<file path="src/rtl/mul_div_unit.sv">
// Iterative unsigned multiply/divide unit (MUL, MULH, DIVU, REMU) with fixed latency
// and direct register-file writeback on completion.
module mul_div_unit #(
  parameter int unsigned DW   = 19,
  parameter int unsigned AW   = 4,
  parameter int unsigned ITER = 19
) (
  input  logic          clk,
  input  logic          rst_n,
  input  logic          start,
  input  logic [1:0]    op,
  input  logic [DW-1:0] opa,
  input  logic [DW-1:0] opb,
  input  logic [AW-1:0] dest,
  output logic          busy,
  output logic          done,
  output logic          wb_en,
  output logic [AW-1:0] wb_addr,
  output logic [DW-1:0] wb_data
);

  localparam int unsigned CW = $clog2(ITER + 1);

  localparam logic [1:0] S_IDLE = 2'd0;
  localparam logic [1:0] S_BUSY = 2'd1;
  localparam logic [1:0] S_DONE = 2'd2;

  localparam logic [1:0] OP_MUL  = 2'b00;
  localparam logic [1:0] OP_MULH = 2'b01;
  localparam logic [1:0] OP_DIVU = 2'b10;
  localparam logic [1:0] OP_REMU = 2'b11;

  logic [1:0]    state;
  logic [1:0]    state_next;
  logic [CW-1:0] count;
  logic [1:0]    op_q;
  logic [AW-1:0] dest_q;
  logic [DW-1:0] opnd;     // multiplicand or divisor
  logic [DW:0]   hi;       // product upper half or partial remainder
  logic [DW-1:0] lo;       // multiplier shifting out / dividend shifting into quotient

  logic [DW:0]   hi_next;
  logic [DW-1:0] lo_next;
  logic [DW:0]   mul_add;
  logic [DW:0]   mul_sum;
  logic [DW+1:0] div_sh;
  logic [DW+1:0] div_diff;
  logic [DW-1:0] result;
  logic          last;

  // One shift-add or restoring-divide step on the current datapath registers
  always_comb begin
    hi_next  = hi;
    lo_next  = lo;
    mul_add  = lo[0] ? {1'b0, opnd} : '0;
    mul_sum  = {1'b0, hi[DW-1:0]} + mul_add;
    div_sh   = {hi, lo[DW-1]};
    div_diff = div_sh - {2'b00, opnd};
    if (!op_q[1]) begin
      hi_next = {1'b0, mul_sum[DW:1]};
      lo_next = {mul_sum[0], lo[DW-1:1]};
    end else if (!div_diff[DW+1]) begin
      hi_next = div_diff[DW:0];
      lo_next = {lo[DW-2:0], 1'b1};
    end else begin
      hi_next = div_sh[DW:0];
      lo_next = {lo[DW-2:0], 1'b0};
    end
  end

  always_comb begin
    result = '0;
    case (op_q)
      OP_MUL:  result = lo_next;
      OP_MULH: result = hi_next[DW-1:0];
      OP_DIVU: result = lo_next;
      OP_REMU: result = hi_next[DW-1:0];
      default: result = '0;
    endcase
  end

  assign last = (count == CW'(ITER - 1));

  // Next-state logic
  always_comb begin
    state_next = state;
    case (state)
      S_IDLE:  if (start) state_next = S_BUSY;
      S_BUSY:  if (last) state_next = S_DONE;
      S_DONE:  state_next = S_IDLE;
      default: state_next = S_IDLE;
    endcase
  end

  always_ff @(posedge clk) begin
    if (!rst_n) state <= S_IDLE;
    else        state <= state_next;
  end

  // Datapath and registered writeback outputs
  always_ff @(posedge clk) begin
    if (!rst_n) begin
      count   <= '0;
      op_q    <= '0;
      dest_q  <= '0;
      opnd    <= '0;
      hi      <= '0;
      lo      <= '0;
      busy    <= 1'b0;
      done    <= 1'b0;
      wb_en   <= 1'b0;
      wb_addr <= '0;
      wb_data <= '0;
    end else begin
      busy    <= (state_next != S_IDLE);
      done    <= 1'b0;
      wb_en   <= 1'b0;
      wb_addr <= '0;
      wb_data <= '0;
      case (state)
        S_IDLE: begin
          if (start) begin
            op_q   <= op;
            dest_q <= dest;
            opnd   <= opb;
            hi     <= '0;
            lo     <= opa;
            count  <= '0;
          end
        end
        S_BUSY: begin
          hi    <= hi_next;
          lo    <= lo_next;
          count <= count + CW'(1);
          if (last) begin
            done    <= 1'b1;
            wb_en   <= (dest_q != '0);
            wb_addr <= dest_q;
            wb_data <= result;
          end
        end
        default: ;
      endcase
    end
  end

endmodule

</file>
<file path="config.mk">
export PLATFORM = sky130hd
export DESIGN_NAME = mul_div_unit
export DESIGN_NICKNAME = d
export VERILOG_FILES = /design/src/rtl/mul_div_unit.sv
export SDC_FILE = /design/constraint.sdc
export NUM_CORES = 1
export LEC_CHECK = 0
export CORE_UTILIZATION = 39
export DETAILED_ROUTE_END_ITERATION = 10
export RECOVER_POWER = 25
export SLEW_MARGIN = 20
export SYNTH_ARGS = -nofsm -noshare
export SYNTH_HDL_FRONTEND = slang
export SYNTH_SLANG_ARGS = --single-unit
</file>
<file path="constraint.sdc">
create_clock -name clk -period 4.1 [get_ports clk]
set_input_delay 0.615 -clock clk [delete_from_list [all_inputs] [get_ports clk]]
set_output_delay 0.615 -clock clk [all_outputs]
set_load 0.005 [all_outputs]
</file>
==> metrics.txt, run 1 <==
syn nets 854; post-layout min period 3.61 ns; synthesized instance count 765; Placed Instance Area 0.00700 sq mm; first-pass GRT wire length 29.9 mm; Max Cap Viol 1; vias in the first global route 5,719; Die Y-Extent 127 microns; fraction of synthesized area in multiplexers 3.65%; filler instances 1,502; Fmax 0.277 GHz; syn avg cell area 7.99 sq um; die area 0.0162 sq mm; RSZ-0062 raised after global routing false; Placeable Area 0.0153 sq mm; Synth Area in XOR/XNOR 3.30%; Simple-Gate Fraction of Synth Area 19.2%; Clock Skews 0.00977 ns; DIE WIDTH 127 microns; CP endpoint kind flop; main flop type after synthesis dfxtp_1; post-synthesis sequential area ratio 31.8%; drt wl/cell 18.3 microns; clk_lat worst skew 0.36 ns; Finished Layout Cells 1,031; Setup Fix Bufs, Post-CTS 0; placer congestion estimate 0.898; initial antenna violation count 0; vias per cell 5.81; post-route ant nets 0; root buf cell clkbuf_16; largest net degree at the start of global routing 59; Synth async-reset ratio 0%; Final Hold Vio Count 0; startpoint types flop; status complete, but fails checks; CTS tree built; WP data arrival 3.82 ns; Mapped Area 0.00611 sq mm; Max Slew Vio Count 52; CP Data Required Time 4.32 ns; setup_tns 0 ns; Routed WL 18.8 mm; DRT iter0 DRCs 515; Placed Instances 1,016; DRC violations left 0; dpl hpwl 13.7 mm; top area cells in the synthesized netlist dfxtp_1, ha_1, nand2_1, a21oi_1, o21ai_0; Post-synth EDFFs 0; final core occ 47.8%; Layout Nets 905; leading area contributor after synthesis dfxtp_1; Pwr Total 2.43 mW; P&R area growth vs syn 19.3%; CP dominant cell by count nor3_2; Reg clk slew, reported paths 0.07 ns; failing checks max-capacitance violations, max-slew violations; Worst Tran Pin Value 2.33 ns; hold bufs inserted after CTS 0; CP bufs+invs 1; H-tree levels 3; # setup viols final 0; Remaining Overflow, GRT 0; Peak VDD IR 0.213 mV; largest family of logic cells by synthesized area compound AO/OA/AOI/OAI gates; Worst path slowest cell nor3_2; I/O Buffers 72; Yosys Warn Count 0; post-CTS sizing 0; clock tree buffer depth 2; Std-Cell Rows 45; post-synthesis compound-gate area fraction 28.3%; Rel. slew slack -55.1%; Crit path largest cell delay 0.87 ns; # IOs 73; Distinct cells, synth 67; layout cells sized above 1 5.49%; 1st-pass router iterations 5; pwr/cell area 333 mW/mm^2; Num CTS Buffers 9; CP Class reg -> reg; crit-path cells inv_1 -> ha_1 -> and3_1 -> a221o_1 -> a21oi_2 -> o21ai_2 -> nor3_2 -> nor3_2 -> a2111oi_0 -> a211oi_1; Synth top area share 31.8%; CP Max Fanout 16; global-route usage over all layers 23.9%; Hold/Removal Path Class reg -> reg; clk sink count 97; synthesized flop and latch total 97; ANT cells 0; CP delay by family, top simple AND/OR/NAND/NOR gates; Adder-Cell Fraction of Synth Area 8.85%; Tcrit/Tclk final 87.9%; Initial Util 40.0%; Final Instance Area 0.00729 sq mm; vias 5,989; Pleak 2.91 nW
## placed cells by master, fill, tap and decap left out, drive strengths merged, types with 8 or more instances in the layout
| cell type | netlist | layout |
|---|---|---|
| nand2 | 100 | 100 |
| o211ai | 22 | 22 |
| a21o | 16 | 16 |
| o22ai | 13 | 13 |
| clkbuf | 33 | 12 |
| a22oi | 12 | 12 |
| a21oi | 62 | 62 |
| dlygate4sd3 | 0 | 19 |
| and3 | 10 | 10 |
| ha | 40 | 40 |
| xnor2 | 12 | 12 |
| and2 | 21 | 21 |
| nand3 | 13 | 13 |
| o21a | 10 | 10 |
| dfxtp | 97 | 97 |
| mux2i | 20 | 20 |
| xor2 | 11 | 11 |
| inv | 35 | 37 |
| a211oi | 13 | 13 |
| clkdlybuf4s50 | 0 | 53 |
| o21ai | 46 | 46 |
| a32o | 8 | 8 |
| nor2 | 43 | 43 |
| nor3 | 28 | 28 |
## final cells by class
type	instances	area, sq um	area share (%)
multi-input combinational	591	3870	53.1
sequential	97	1940	26.7
timing repair buffer	81	781	10.7
tap	211	264	3.62
clock buffer	10	229	3.14
inverter	36	135	1.85
clock inverter	5	63.8	0.876
## path summary, 6_finish.rpt
check,startpoint,end,slack [ns],cells after the start
worst max-delay path,opnd[7]$_SDFFE_PN0P_,wb_data[12]$_SDFF_PN0_,0.49,10
worst max register to register,opnd[7]$_SDFFE_PN0P_,wb_data[12]$_SDFF_PN0_,0.49,10
worst min-delay path,lo[1]$_SDFFE_PN0P_,lo[1]$_SDFFE_PN0P_,0.47,2
worst min register to register,lo[1]$_SDFFE_PN0P_,lo[1]$_SDFFE_PN0P_,0.47,2
## cells in the mapped netlist, types with 3 or more instances
cell type / n
o21ai_1: 3
nor3_2: 3
ha_1: 40
mux2i_1: 20
or3_1: 6
a32oi_1: 3
a32o_1: 8
o21ai_0: 41
nand3_1: 13
a22oi_1: 12
a21boi_0: 6
and3_1: 10
nor2_1: 43
o211ai_1: 21
inv_1: 35
nand2_1: 99
nand2b_1: 6
dfxtp_1: 97
a21o_1: 16
a21oi_1: 61
o22ai_1: 13
a31oi_1: 6
a2111oi_0: 3
buf_1: 5
o31ai_1: 4
nor3_1: 25
or2_2: 4
a221o_1: 4
a31o_2: 6
o2111ai_1: 3
xor2_1: 11
nor2b_1: 7
o21a_1: 10
nand4_1: 4
clkbuf_1: 33
xnor2_1: 12
a211oi_1: 13
and2_1: 21
## cell families (layout without fill, tap and decap cells)
group                    Yosys count  after routing
adder cells (fa/ha/maj)           42             42
buffers and inverters             77            132
AND/OR/NAND/NOR                  248            248
XOR/XNOR                          23             23
multiplexers                      22             22
AO/OA/AOI/OAI                    256            256
flip-flops                        97             97
## report_power, final
group	switching [mW]	leakage, nW	internal, mW
Combinational	0.331	1.98	0.211
Sequential	0.0375	0.790	0.977
Clock	0.393	0.140	0.476
Total	0.761	2.91	1.66
## stage by stage
| stage | setup slack (ns) | hold WS [ns] |
|---|---|---|
| floorplan | 1.31 | 0.440 |
| global placement | 0.656 | 0.452 |
| detailed placement | 0.579 | 0.462 |
| CTS | 0.564 | 0.472 |
| global route | 0.183 | 0.497 |
| finish | 0.494 | 0.469 |
## worst register-to-register path, cell delays in order, from the launching register on
cell and delay, ns:
dfxtp_1 0.37, inv_1 0.06, ha_1 0.35, and3_1 0.23
a221o_1 0.38, a21oi_2 0.22, o21ai_2 0.13, nor3_2 0.87
nor3_2 0.25, a2111oi_0 0.52, a211oi_1 0.09
## flip-flops by register name, summed over array words and instances (netlist names)
register and cells:
state 2, opnd 19, wb_addr 4, op_q 2
wb_data 19, hi 20, wb_en 1, dest_q 4
done 1, count 5, lo 19, busy 1
## layer usage
layer	part of all wire, %	vias to the layer above	GRT usage (%)
li1	-	2892	-
met1	45	2857	30.9
met2	46	198	38.1
met3	5.5	42	3.60
met4	3.9	0	13.4
met5	0	-	0
Note: power is estimated with default switching activity, not from simulation.
==> inputs of run 2 (changes only) <==
--- a/config.mk
+++ b/config.mk
@@ -8,6 +8,7 @@
 export CORE_UTILIZATION = 39
 export DETAILED_ROUTE_END_ITERATION = 10
 export RECOVER_POWER = 25
+export SETUP_SLACK_MARGIN = 0.15
 export SLEW_MARGIN = 20
 export SYNTH_ARGS = -nofsm -noshare
 export SYNTH_HDL_FRONTEND = slang
==> results of run 2 <==
Final layout, timing and power as in run 1 (identical DEF).
